### config.mk
export PLATFORM = sky130hd
export DESIGN_NAME = hid_event_tracker
export DESIGN_NICKNAME = d
export VERILOG_FILES = /design/src/rtl/hid_pkg.sv /design/src/rtl/hid_ev_fifo.sv /design/src/rtl/hid_event_tracker.sv
export SDC_FILE = /design/constraint.sdc
export NUM_CORES = 1
export LEC_CHECK = 0
export ABC_AREA = 0
export CAP_MARGIN = 20
export CORE_ASPECT_RATIO = 0.7
export CORE_UTILIZATION = 56
export DETAILED_ROUTE_END_ITERATION = 12
export PLACE_DENSITY = 0.78
export SYNTH_ARGS = -nofsm -noshare
export SYNTH_HDL_FRONTEND = slang
export SYNTH_SLANG_ARGS = --single-unit
export TNS_END_PERCENT = 20
### constraint.sdc
create_clock -name usbclk -period 9.6 [get_ports usbclk]
set_clock_uncertainty 0.1 [all_clocks]
set_input_delay 1.44 -clock usbclk [delete_from_list [all_inputs] [get_ports usbclk]]
set_output_delay 1.44 -clock usbclk [all_outputs]
set_load 0.01 [all_outputs]
### src/rtl/hid_pkg.sv
// hid_pkg: event kinds, report types, scan states and the queued event record.
package hid_pkg;
  typedef enum logic [2:0] {
    EV_NONE       = 3'd0,
    EV_KEY_DOWN   = 3'd1,
    EV_KEY_UP     = 3'd2,
    EV_KEY_REPEAT = 3'd3,
    EV_MOUSE_BTN  = 3'd4,
    EV_GAME_BTN   = 3'd5
  } ev_kind_e;
  typedef enum logic [1:0] {TYP_NONE, TYP_KBD, TYP_MOUSE, TYP_GAME} typ_e;
  typedef enum logic [1:0] {ST_IDLE, ST_SCAN_DN, ST_SCAN_UP} scan_e;
  localparam logic [7:0] KEY_ERR_ROLLOVER = 8'h01;
  localparam int EV_W = 19;
  typedef struct packed {
    logic [2:0] kind;
    logic [7:0] code;
    logic [7:0] aux;
  } ev_t;
endpackage

### src/rtl/hid_ev_fifo.sv
// hid_ev_fifo: first-word-fall-through event queue; head reads as zero while empty.
module hid_ev_fifo
  import hid_pkg::*;
#(
  parameter int DEPTH = 8,
  parameter int W     = EV_W
) (
  input  logic         clk,
  input  logic         rst,
  input  logic         push_i,
  input  logic [W-1:0] data_i,
  output logic         valid_o,
  input  logic         ready_i,
  output logic [W-1:0] data_o,
  output logic         full_o
);
  localparam int AW = $clog2(DEPTH);
  logic [W-1:0] mem_q [DEPTH];
  logic [AW-1:0] wr_q, rd_q;
  logic [AW:0] cnt_q;
  logic pop, wr_en;
  assign valid_o = cnt_q != '0;
  assign full_o  = cnt_q == (AW+1)'(DEPTH);
  assign data_o  = valid_o ? mem_q[rd_q] : '0;
  assign pop     = valid_o && ready_i;
  assign wr_en   = push_i && (!full_o || pop);
  always_ff @(posedge clk) begin
    if (wr_en) mem_q[wr_q] <= data_i;
  end
  always_ff @(posedge clk) begin
    if (rst) begin
      wr_q  <= '0;
      rd_q  <= '0;
      cnt_q <= '0;
    end else begin
      wr_q  <= wr_en ? wr_q + AW'(1) : wr_q;
      rd_q  <= pop ? rd_q + AW'(1) : rd_q;
      cnt_q <= cnt_q + (AW+1)'(wr_en) - (AW+1)'(pop);
    end
  end
endmodule

### src/rtl/hid_event_tracker.sv
// hid_event_tracker: turns HID host reports into queued key/mouse/gamepad events
// and keeps a saturating absolute mouse position.
module hid_event_tracker
  import hid_pkg::*;
#(
  parameter int NKEYS        = 4,
  parameter int POS_W        = 10,
  parameter int POS_MAX      = 1023,
  parameter int FIFO_DEPTH   = 8,
  parameter int REPEAT_DELAY = 6000000,
  parameter int REPEAT_RATE  = 360000
) (
  input  logic               usbclk,
  input  logic               usbrst,
  input  logic               report,
  input  logic [1:0]         typ,
  input  logic [7:0]         key_modifiers,
  input  logic [8*NKEYS-1:0] keys,
  input  logic [7:0]         mouse_btn,
  input  logic signed [7:0]  mouse_dx,
  input  logic signed [7:0]  mouse_dy,
  input  logic [9:0]         game_btns,
  output logic               ev_valid,
  input  logic               ev_ready,
  output logic [2:0]         ev_kind,
  output logic [7:0]         ev_code,
  output logic [7:0]         ev_aux,
  output logic [POS_W-1:0]   mouse_x,
  output logic [POS_W-1:0]   mouse_y,
  output logic               busy,
  output logic               ev_overflow,
  output logic [7:0]         drop_cnt
);
  localparam int IW = $clog2(NKEYS);
  localparam int CW = $clog2((REPEAT_DELAY > REPEAT_RATE ? REPEAT_DELAY : REPEAT_RATE) + 1);
  localparam logic [POS_W-1:0] PMAX = POS_W'(POS_MAX);
  scan_e state_q, state_d;
  logic [IW-1:0] idx_q, idx_d;
  logic [NKEYS-1:0][7:0] snap_q, snap_d, prev_q, prev_d;
  logic [7:0] mods_q, mods_d, rep_key_q, rep_key_d, mbtn_q, mbtn_d, drop_cnt_q;
  logic [9:0] gbtn_q, gbtn_d;
  logic [CW-1:0] rep_cnt_q, rep_cnt_d;
  logic rep_on_q, rep_on_d, ev_overflow_q;
  logic [POS_W-1:0] mx_q, mx_d, my_q, my_d;
  logic rollover, in_prev, in_snap, last, kbd_ok, other_rep, rep_drop, rep_fire;
  logic push, full, ev_drop;
  logic [8:0] drop_sum;
  ev_t push_ev, head;
  function automatic logic [POS_W-1:0] step(input logic [POS_W-1:0] p, input logic [7:0] d);
    logic signed [POS_W+1:0] s;
    s = $signed({2'b00, p}) + $signed({{(POS_W-6){d[7]}}, d});
    return s[POS_W+1] ? '0 : s > $signed({2'b00, PMAX}) ? PMAX : s[POS_W-1:0];
  endfunction
  assign busy      = state_q != ST_IDLE;
  assign last      = idx_q == IW'(NKEYS-1);
  assign rep_drop  = report && busy;
  assign kbd_ok    = report && !busy && typ == TYP_KBD && !rollover;
  assign other_rep = report && !busy && typ != TYP_KBD;
  // A non-keyboard report cancels repeat in the same cycle it would have fired.
  assign rep_fire  = rep_on_q && rep_cnt_q == '0 && !busy && !other_rep;
  always_comb begin
    rollover = 1'b0;
    in_prev  = 1'b0;
    in_snap  = 1'b0;
    for (int j = 0; j < NKEYS; j++) begin
      rollover = rollover | (keys[8*j+:8] == KEY_ERR_ROLLOVER);
      in_prev  = in_prev | (prev_q[j] == snap_q[idx_q]);
      in_snap  = in_snap | (snap_q[j] == prev_q[idx_q]);
    end
  end
  always_comb begin
    state_d   = state_q;
    idx_d     = idx_q;
    snap_d    = snap_q;
    prev_d    = prev_q;
    mods_d    = mods_q;
    rep_on_d  = rep_on_q;
    rep_key_d = rep_key_q;
    rep_cnt_d = rep_on_q && rep_cnt_q != '0 ? rep_cnt_q - CW'(1) : rep_cnt_q;
    mbtn_d    = mbtn_q;
    gbtn_d    = gbtn_q;
    mx_d      = mx_q;
    my_d      = my_q;
    push      = 1'b0;
    push_ev   = '0;
    if (rep_fire) begin
      push      = 1'b1;
      push_ev   = '{EV_KEY_REPEAT, rep_key_q, mods_q};
      rep_cnt_d = CW'(REPEAT_RATE - 1);
    end
    case (state_q)
      ST_SCAN_DN: begin
        if (snap_q[idx_q] != '0 && !in_prev) begin
          push      = 1'b1;
          push_ev   = '{EV_KEY_DOWN, snap_q[idx_q], mods_q};
          rep_on_d  = 1'b1;
          rep_key_d = snap_q[idx_q];
          rep_cnt_d = CW'(REPEAT_DELAY - 1);
        end
        idx_d   = last ? '0 : idx_q + IW'(1);
        state_d = last ? ST_SCAN_UP : ST_SCAN_DN;
      end
      ST_SCAN_UP: begin
        if (prev_q[idx_q] != '0 && !in_snap) begin
          push     = 1'b1;
          push_ev  = '{EV_KEY_UP, prev_q[idx_q], mods_q};
          rep_on_d = rep_on_q && prev_q[idx_q] != rep_key_q;
        end
        idx_d   = last ? '0 : idx_q + IW'(1);
        state_d = last ? ST_IDLE : ST_SCAN_UP;
        prev_d  = last ? snap_q : prev_q;
      end
      default: begin
        if (kbd_ok) begin
          snap_d  = keys;
          mods_d  = key_modifiers;
          idx_d   = '0;
          state_d = ST_SCAN_DN;
        end
        if (other_rep) begin
          prev_d   = '0;
          rep_on_d = 1'b0;
        end
        if (other_rep && typ == TYP_MOUSE) begin
          mx_d    = step(mx_q, mouse_dx);
          my_d    = step(my_q, mouse_dy);
          mbtn_d  = mouse_btn;
          push    = mouse_btn != mbtn_q;
          push_ev = '{EV_MOUSE_BTN, mouse_btn, 8'h00};
        end
        if (other_rep && typ == TYP_GAME) begin
          gbtn_d  = game_btns;
          push    = game_btns != gbtn_q;
          push_ev = '{EV_GAME_BTN, game_btns[7:0], {6'b0, game_btns[9:8]}};
        end
      end
    endcase
  end
  assign ev_drop  = push && full && !(ev_valid && ev_ready);
  assign drop_sum = {1'b0, drop_cnt_q} + 9'(rep_drop) + 9'(ev_drop);
  always_ff @(posedge usbclk) begin
    if (usbrst) begin
      state_q       <= ST_IDLE;
      idx_q         <= '0;
      snap_q        <= '0;
      prev_q        <= '0;
      mods_q        <= '0;
      rep_on_q      <= 1'b0;
      rep_key_q     <= '0;
      rep_cnt_q     <= '0;
      mbtn_q        <= '0;
      gbtn_q        <= '0;
      mx_q          <= PMAX >> 1;
      my_q          <= PMAX >> 1;
      ev_overflow_q <= 1'b0;
      drop_cnt_q    <= '0;
    end else begin
      state_q       <= state_d;
      idx_q         <= idx_d;
      snap_q        <= snap_d;
      prev_q        <= prev_d;
      mods_q        <= mods_d;
      rep_on_q      <= rep_on_d;
      rep_key_q     <= rep_key_d;
      rep_cnt_q     <= rep_cnt_d;
      mbtn_q        <= mbtn_d;
      gbtn_q        <= gbtn_d;
      mx_q          <= mx_d;
      my_q          <= my_d;
      ev_overflow_q <= ev_overflow_q | ev_drop;
      drop_cnt_q    <= drop_sum[8] ? 8'hFF : drop_sum[7:0];
    end
  end
  hid_ev_fifo #(.DEPTH(FIFO_DEPTH), .W(EV_W)) u_fifo (
    .clk    (usbclk),
    .rst    (usbrst),
    .push_i (push),
    .data_i (push_ev),
    .valid_o(ev_valid),
    .ready_i(ev_ready),
    .data_o (head),
    .full_o (full)
  );
  assign ev_kind     = head.kind;
  assign ev_code     = head.code;
  assign ev_aux      = head.aux;
  assign mouse_x     = mx_q;
  assign mouse_y     = my_q;
  assign ev_overflow = ev_overflow_q;
  assign drop_cnt    = drop_cnt_q;
endmodule

[Word-level counts from Yosys, hierarchy flattened]
Memory sizes are Yosys's and may differ from the RTL's. A register that Yosys moved wholly into a read port is not among the register bits.
Index checks and enable logic that the tools add are counted.
Storage, ports and cells
  register bits: 165
  bits in writable memories: 152
  input bits: 80
  output and inout bits: 50
  word-level logic and storage cells: 162
  memories kept: 1
Operators by class
  $add $sub $neg: 10
  $lt $le $gt $ge: 3
  eq/ne operators: 26
  mux-type cells: 44
  bitwise gates (word level): 12
  reduce and logical (&&, ||, !) cells: 43
Memories
  u_fifo.mem_q: words 8, bits a word 19, rd ports 1, clocked after Yosys merged registers in 1, write ports 1, RTL line hid_ev_fifo.sv:18  | logic [W-1:0] mem_q [DEPTH];
Operator list (count)
  19-bit two-way mux: 5
  23-bit two-way mux: 4
  8-bit equality test: 8
  32-bit two-way mux: 2
  32-bit one-hot mux with 2 select lines: 1
  10-bit two-way mux: 4
  19-bit one-hot mux with 2 select lines: 1
  8-bit binary-select mux with 2-bit select: 2
  8-bit by 1-bit equality test with 1-bit output, second input constant: 4
  11-bit by 8-bit adder with 12-bit output: 2
  12-bit by 11-bit > comparator with 1-bit output, second input constant: 2
  8-bit two-way mux: 3
  23-bit logical NOT: 1
  23-bit nonzero test: 1
  23-bit by 1-bit subtractor with 23-bit output, second input constant: 1
  1-bit logical AND: 18
  18-bit two-way mux: 1
  8-bit != test: 2
  8-bit nonzero test: 2
  2-bit two-way mux: 6
  1-bit two-way mux: 10
  10-bit != test: 1
  1-bit OR: 10
  8-bit by 1-bit adder with 9-bit output: 1
  23 further kinds: 46

[Longest topological paths before layout]
Gate-level depths: netlist (run 1).
  depth in word-level cells: 14
  mapped depth: 20
  mapped depth without buffers: 17

[By module]
Synthesis (run 1) repeated with hierarchy kept, for this count alone.
Unflattened totals
  cells, all modules: 1408
  area total of the unflattened synthesis: 15424.8 µm²
Modules (own cells, without submodules)
  hid_event_tracker: times used 1, cells each 1103, area an instance 9023.7 µm², sequential area each 3103.0 µm²
  hid_ev_fifo: times used 1, cells each 305, area an instance 6401.1 µm², sequential area each 4824.6 µm²

[Least setup slack after synthesis (run 1)]
OpenSTA, ideal clock, no wires.
  path kind: in2reg
  from: input port typ[1]
  to: memory u_fifo.mem_q[3][0] in the netlist's numbering, enable pin
  library setup time: 423 ps
  data arrival time: 4603 ps
  data required time: 9077 ps
  path slack: 4474 ps
  stages on the path: 11
  buffers on the path: 2
  cell sequence: nand3_1 nand2b_1 clkbuf_1 inv_1 and2_1 clkbuf_1 and3_1 or3_1 o311ai_4 nand2_2 nor3b_1
Between the ends
  longest elaborated chain between the ends: 11
  elaborated cells between the ends (all ways): 17
  classes of those cells: 3 x eq/ne; 8 x mux; 6 x reduce/logical
RTL lines
  from (decl): RTL line hid_event_tracker.sv:16  | input logic [1:0] typ,
  2-bit by 1-bit != test with 1-bit output: RTL line hid_event_tracker.sv:58  | assign other_rep = report && !busy && typ != TYP_KBD;
  1-bit logical AND: RTL line hid_event_tracker.sv:58
  1-bit logical NOT: RTL line hid_event_tracker.sv:60  | assign rep_fire = rep_on_q && rep_cnt_q == '0 && !busy && !other_rep;
  1-bit logical AND: RTL line hid_event_tracker.sv:60
  1-bit two-way mux: RTL line hid_event_tracker.sv:86  | if (rep_fire) begin
  1-bit two-way mux: RTL line hid_event_tracker.sv:124  | if (other_rep && typ == TYP_MOUSE) begin
  1-bit two-way mux: RTL line hid_event_tracker.sv:131  | if (other_rep && typ == TYP_GAME) begin
  1-bit one-hot mux with 2 select lines *: RTL line hid_event_tracker.sv:91  | case (state_q)
  1-bit logical AND *: RTL line hid_ev_fifo.sv:26  | assign wr_en = push_i && (!full_o || pop);
  net u_fifo.wr_en: RTL line hid_ev_fifo.sv:21  | logic pop, wr_en;
  1-bit two-way mux *: RTL line hid_ev_fifo.sv:28  | if (wr_en) mem_q[wr_q] <= data_i;
  1-bit two-way mux (not written as such) *: RTL line hid_ev_fifo.sv:28
  to (decl): RTL line hid_ev_fifo.sv:18
Mark *: on every way through the listed nets, which the timed path passes. The rest lies on a longest branch.

[Worst setup path in the final report (run 1)]
  from: register state_q[1]
  to: memory u_fifo.mem_q[4][12] in the netlist's numbering, enable pin
Between the ends
  longest elaborated chain between the ends: 13
  elaborated cells between the ends (all ways): 20
  classes of those cells: 2 x eq/ne; 8 x mux; 10 x reduce/logical
RTL lines
  from (decl): RTL line hid_event_tracker.sv:37  | scan_e state_q, state_d;
  from (signal assigned): RTL line hid_event_tracker.sv:158  | state_q <= state_d;
  2-bit nonzero test: RTL line hid_event_tracker.sv:54  | assign busy = state_q != ST_IDLE;
  1-bit logical NOT: RTL line hid_event_tracker.sv:58, hid_event_tracker.sv:60
  1-bit logical AND (2 in a row): RTL line hid_event_tracker.sv:58
  1-bit logical NOT: RTL line hid_event_tracker.sv:60
  1-bit logical AND: RTL line hid_event_tracker.sv:60
  1-bit two-way mux: RTL line hid_event_tracker.sv:86
  1-bit two-way mux: RTL line hid_event_tracker.sv:124
  1-bit two-way mux: RTL line hid_event_tracker.sv:131
  1-bit one-hot mux with 2 select lines *: RTL line hid_event_tracker.sv:91
  1-bit logical AND *: RTL line hid_ev_fifo.sv:26
  net u_fifo.wr_en: RTL line hid_ev_fifo.sv:21
  1-bit two-way mux *: RTL line hid_ev_fifo.sv:28
  1-bit two-way mux (not written as such) *: RTL line hid_ev_fifo.sv:28
Marks and branches as above.

==> metrics.md, run 1 <==
| Metric | Value |
|---|---|
| CP Cell Sequence | inv_1 -> ha_1 -> clkinv_1 -> nand2b_1 -> inv_1 -> and2_1 -> and3_1 -> or3_1 -> o311ai_4 -> nand2b_2 -> nor3_2 -> buf_4 |
| First-pass GRT wire length | approximately 60 mm |
| Fmax | roughly 200 MHz |
| Flop2flop setup slack | ~4.5 ns |
| Clock Pin Slew Worst Setup and Hold Paths | ~0.070 ns |
| Post-Synthesis Cells | around 1400 |
| # clock sinks | 320 |
| Power Density | a little over 200 nW/um^2 |
| Synthesized flop and latch total | 320 |
| Initial antenna violation count | 2 |
| VDD IR max | roughly 140 uV |
| Yosys top cell area share | 29.7% |
| Final setup violation count | 0 |
| Num rows | 50 |
| Die Area | ~28000 um^2 |
| Hold_buf cts | 0 |
| Leakage Power | between 6 and 7 nW |
| Worst hold path endpoint | mods_q[6]$_SDFFE_PP0P_ |
| Total Routed Length | 37.7 mm |
| Outcome | complete, no violations |
| HP Start | mods_q[6]$_SDFFE_PP0P_ |
| HPWL Detailed | approximately 26 mm |
| Worst R2R Path Depth | 12 |
| Worst Max-Slew Pin Slew | between 1 and 1.5 ns |
| Power, Total | roughly 0.0037 W |
| Tmin final | a little over 5 ns |
| Clock root cell | clkbuf_16 |
| Routed len/inst | between 20 and 25 um |
| Crit Path Category | flop to flop |
| DR vias/cell | slightly below 6 |
| Final hold vios | 0 |
| DRC | 0 |
| Setup_tns | 0 ns |
| Global Route Usage Sum | a little over a quarter |
| Async set-reset flop share out of synthesis | 0% |
| Die X | 200 um |
| Grt ovf | 0 |
| Hold Path Class | flop to flop |
| Number of warnings issued by yosys | 0 |
| Via count | approximately 11000 |
| Vias in the first global route | around 11000 |
| Slowest cell on the critical path | ha_1 |
| Crit-path most repeated cell | inv_1 |
| GPL Wtd Cong | 0.972 |
| Share of cells above drive strength 1 | 9.62% |
| Yosys cell types | between 60 and 70 |
| Setup Fix Bufs, Post-CTS | 0 |
| H-tree levels | 1 |
| Hold Path Depth | 2 |
| Layout fillers | between 1500 and 2000 |
| Worst-Skew Late Latency | ~0.56 ns |
| Worst path buffer plus inverter count | 4 |
| Core Area | roughly 27000 um^2 |
| WP data required | 9.76 ns |
| Starting DRT DRC Count | approximately 900 |
| Commonest non-fill, non-tap cell in the layout | nand2_1 |
| CTS tree | built |
| Area leader, netlist | edfxtp_1 |
| Ranking of synthesized cells by area | edfxtp_1 (30%), dfxtp_1 (22%), mux4_2 (6.9%) |
| DR pass1 iterations | 5 |
| Critical path capture point type | flop |
| Syn_nets | between 1500 and 2000 |
| Resize count post-CTS | 0 |
| Final Slew Violations | 0 |
| Longest Clk Path Bufs | 3 |
| Worst R2R End | u_fifo.mem_q[4][12]$_DFFE_PP_ |
| Antenna viol nets, final | 0 |
| Register area share after synthesis | 51.7% |
| Unrepaired setup endpoints after global routing | no |
| Family with the most delay on the worst path | simple AND/OR/NAND/NOR gates |
| Starting Density | between 50% and 60% |
| Max-cap violations | 0 |
| Commonest register cell after synthesis | dfxtp_1 |
| Syn Area/Cell | about 11 um^2 |
| Worst path max stage delay | between 0.6 and 0.7 ns |
| Nets | ~1600 |
| Crit path max fanout | 19 |
| Synth Cell Area | between 15000 and 20000 um^2 |
| EDFF count, synth | 152 |
| Crit path arrival time | 5.22 ns |
| Worst rel slew slack | around a third |
| Layout area overhead | 17.4% |
| Pin count of the biggest net entering global routing | 77 |
| Top Ports | 130 |
| Reg2reg start | state_q[1]$_SDFFE_PP0P_ |
| Chip Height | 141 um |
| PortBufs | about 130 |
| Post-route clock period utilization | 52.7% |
| Num CTS Buffers | 30 |
| Commonest cells after routing, fill and taps aside | nand2_1 (182), dfxtp_1 (167), edfxtp_1 (152), a21oi_1 (132), clkdlybuf4s50_1 (128) |
| Crit path launch type | flop |
layout make-up:
type | count | area [um^2] | share of cell area [%]
multi-input cells | 947 | 6930 | 38.5
inverters | 33 | 124 | 0.687
flip-flops and latches | 320 | 7930 | 44.0
clock buffers | 32 | 779 | 4.33
well taps | 364 | 455 | 2.53
clock inverters | 24 | 303 | 1.68
diodes | 1 | 2.50 | 0.0139
repair buffers | 152 | 1490 | 8.28
state kept, by name, indices dropped and copies added, names as in the netlist, named ones only:
signal	count
drop_cnt	8
ev_overflow	1
gbtn_q	10
idx_q	2
mbtn_q	8
mods_q	8
mouse_x	10
mouse_y	10
prev_q	32
rep_cnt_q	23
rep_key_q	8
rep_on_q	1
snap_q	32
state_q	2
u_fifo.cnt_q	4
u_fifo.mem_q	152
u_fifo.rd_q	3
u_fifo.wr_q	3
per-stage QoR:
step | hold WS (ns) | util (%) | setup WS [ns] | instances | instance area, um^2
2_1_floorplan | 0.332 | - | 4.47 | 1382 | 15300
3_3_place_gp | 0.337 | 62.8 | 4.15 | 1811 | 16900
3_5_place_dp | 0.344 | 62.8 | 4.06 | 1811 | 16900
4_1_cts | 0.353 | 66.9 | 4.54 | 1867 | 17900
5_1_grt | 0.377 | 67.1 | 4.10 | 1872 | 18000
6_report | 0.353 | 67.1 | 4.54 | 1873 | 18000
worst min-delay path: stages, from the launching register on:
cell and delay, ns:
dfxtp_1 0.31, nand2_1 0.05, a21oi_1 0.05
synthesized netlist by cell type, types with 32 or more instances:
library cell  count
ha_1             37
inv_1            32
dfxtp_1         168
mux4_2           47
a21oi_1         132
mux2i_1          50
nor2_1           88
edfxtp_1        152
clkbuf_1         51
nand3_1          61
nand2_1         182
xnor2_1         109
logic make-up after synthesis:
family	after synthesis	share of synthesized area (%)
DFF	320	51.7
AOI/OAI and AO/OA	213	8.41
muxes	104	11.4
adders and majority gates	41	3.54
and+or+nand+nor	454	14.0
xor gates and xnor gates	135	7.70
buffers and inverters	115	3.38
worst max path at each step:
stage / slack, ns / cells past startpoint / startpoint / endpoint
after global routing: 4.10 / 12 / state_q[1]$_SDFFE_PP0P_ / u_fifo.mem_q[4][10]$_DFFE_PP_
after floorplan: 4.47 / 11 / typ[1] / u_fifo.mem_q[3][0]$_DFFE_PP_
after global placement: 4.15 / 10 / report / u_fifo.mem_q[7][2]$_DFFE_PP_
after detailed placement: 4.06 / 10 / report / u_fifo.mem_q[7][12]$_DFFE_PP_
final: 4.54 / 12 / state_q[1]$_SDFFE_PP0P_ / u_fifo.mem_q[4][12]$_DFFE_PP_
after CTS: 4.54 / 11 / state_q[1]$_SDFFE_PP0P_ / u_fifo.mem_q[7][13]$_DFFE_PP_
routing by layer:
layer | up-vias | GRT usage [%] | part of all wire [%]
met5 | - | 0 | 0.072
met4 | 4 | 6.31 | 2.3
met3 | 57 | 6.04 | 9.1
met2 | 471 | 40.1 | 44
met1 | 5398 | 40.2 | 44
li1 | 5199 | - | -
power breakdown:
group	internal (W)	switching, W	leakage, nW
clock	0.000756	0.000534	0.518
sequential	0.00149	0.0000426	2.77
combinational	0.000432	0.000473	2.85
(Power assumes the default switching activity.)
==> run 2, diff against run 1 <==
==> constraint.sdc (replaced) <==
create_clock -name usbclk -period 5.1 [get_ports usbclk]
set_clock_uncertainty 0.1 [all_clocks]
set_input_delay 0.765 -clock usbclk [delete_from_list [all_inputs] [get_ports usbclk]]
set_output_delay 0.765 -clock usbclk [all_outputs]
set_load 0.01 [all_outputs]
==> run 2 against run 1 <==
Compared with the run above:
- sequential power is 90% higher
- global-route usage is 0.75 points higher
- sequential share of layout area rose by 0.11 points
- highest routed layer is now met4
- design area shrank 0.25%
- clock-buffer cell count grew 15
- cell count is 0.53% higher
- combinational power is 87% higher
- via count increased by 0.83%
- die area is the same
- register-to-register slack lost 4.0 ns
==> metrics.md, run 2 (synthesis results as in run 1) <==
| Metric | Value |
|---|---|
| Register area | roughly 7900 um^2 |
| Clock root cell | clkbuf_16 |
| Power, Total | ~0.007 W |
| Vias in the first global route | 10673 |
| Fmax | between 200 and 250 MHz |
| Max FFs per register | 152 |
| Final Slew Violations | 0 |
| Max-cap violations | 0 |
| Unrepaired setup endpoints after global routing | no |
| Post-route clock period utilization | 89.9% |
| Crit path arrival time | about 5 ns |
| Starting DRT DRC Count | around 1100 |
| PortBufs | roughly 130 |
| H-tree levels | 1 |
| # clock sinks | 320 |
| Crit path max fanout | 9 |
| Nets | 1614 |
| Multi-input logic area | ~7000 um^2 |
| Tmin final | roughly 4.6 ns |
| CTS tree | built |
| Outcome | complete, no violations |
| Initial antenna violation count | 0 |
| Crit path launch | idx_q[0]$_SDFFE_PP0P_ |
| HPWL Detailed | around 27 mm |
| Setup Fix Bufs, Post-CTS | 0 |
| Num CTS Buffers | 31 |
| Die X | around 200 um |
| Largest regs | u_fifo.mem_q x152, prev_q x32, snap_q x32 |
| Antenna viol nets, final | 0 |
| WP data required | approximately 5.5 ns |
| DRC | 0 |
| Share of cells above drive strength 1 | under 10% |
| Layout area overhead | 17.1% |
| Die Area | approximately 28000 um^2 |
| Setup_tns | 0 ns |
| Critical path capture point type | flop |
| Num rows | 50 |
| Global Route Usage Sum | between 20 and 30% |
| Reg2reg start | idx_q[0]$_SDFFE_PP0P_ |
| Clock Pin Slew Worst Setup and Hold Paths | roughly 0.07 ns |
| Worst rel slew slack | ~44% |
| VDD IR max | ~310 uV |
| Commonest non-fill, non-tap cell in the layout | nand2_1 |
| Final hold vios | 0 |
| Final setup violation count | 0 |
| Hold Path Class | flop to flop |
| Total Routed Length | ~38 mm |
| HP Start | mods_q[4]$_SDFFE_PP0P_ |
| First-pass GRT wire length | roughly 60 mm |
| Worst Max-Slew Pin Slew | ~0.83 ns |
| Resize count post-CTS | 0 |
| DR vias/cell | 5.96 |
| Via count | about 11000 |
| DR pass1 iterations | 5 |
| Crit path launch type | flop |
| GPL Wtd Cong | around 0.92 |
| Most flops, register | u_fifo.mem_q |
| Core Area | around 27000 um^2 |
| Hold_buf cts | 0 |
| Routed len/inst | about 20 um |
| Starting Density | 57.2% |
| Pin count of the biggest net entering global routing | 77 |
| Commonest cells after routing, fill and taps aside | nand2_1 (182), dfxtp_1 (167), edfxtp_1 (152), a21oi_1 (132), clkdlybuf4s50_1 (128) |
| Longest Clk Path Bufs | 3 |
| Crit Path Category | flop to flop |
| Top Ports | 130 |
| Layout fillers | about 2000 |
| Grt ovf | 0 |
| Leakage Power | around 6.1 nW |
| Worst-Skew Late Latency | approximately 0.57 ns |
| Chip Height | around 140 um |
| Power Density | about 380 nW/um^2 |
## run 2: final timing paths
check	to	slack, ns	depth (start not counted)
max reg2reg	drop_cnt[5]$_SDFF_PP0_	0.51	14
min reg2reg	mods_q[4]$_SDFFE_PP0P_	0.35	2
max	drop_cnt[5]$_SDFF_PP0_	0.51	14
min	mods_q[4]$_SDFFE_PP0P_	0.35	2
## run 2: layout make-up
type                       count  area share [%]
antenna                        1          0.0139
clock buffer                  47            5.05
clock inverter                11           0.508
inverter                      33           0.689
multi-input combinational    947            38.6
sequential                   320            44.1
tap                          364            2.53
timing repair buffer         160            8.51
## run 2: metal layers
layer	up-vias	share of wire, %	global-route usage [%]
li1	5223	-	-
met1	5481	46	43.4
met2	477	43	40.0
met3	40	9.7	6.00
met4	0	1.3	4.42
met5	-	0	0
## run 2: stage by stage
step	utilization (%)	worst slack, ns	hold WS [ns]	area (um^2)	instances
5_1_grt	67.0	0.204	0.380	18000	1882
6_report	67.0	0.513	0.349	18000	1883
2_1_floorplan	-	0.478	0.332	15300	1382
3_5_place_dp	63.2	0.567	0.344	17000	1823
3_3_place_gp	63.2	0.734	0.332	17000	1823
4_1_cts	66.9	0.565	0.351	18000	1881
## run 2: report_power, final
group	leakage [nW]	switching, W	internal [W]
clock	0.490	0.000963	0.00128
combinational	2.88	0.000877	0.000817
sequential	2.77	0.000102	0.00280
total	6.14	0.00194	0.00489
## run 2: worst max-delay path: stages (launching register included)
cell and delay [ns]:
dfxtp_1 0.63, buf_4 0.26, mux4_1 0.78, xnor2_1 0.20
nand4_1 0.14, nor2_1 0.10, nor4_4 0.60, a21oi_2 0.12
a21oi_1 0.17, a21oi_1 0.12, fa_1 0.46, inv_1 0.08
ha_1 0.27, nand4_1 0.27, a21oi_1 0.21
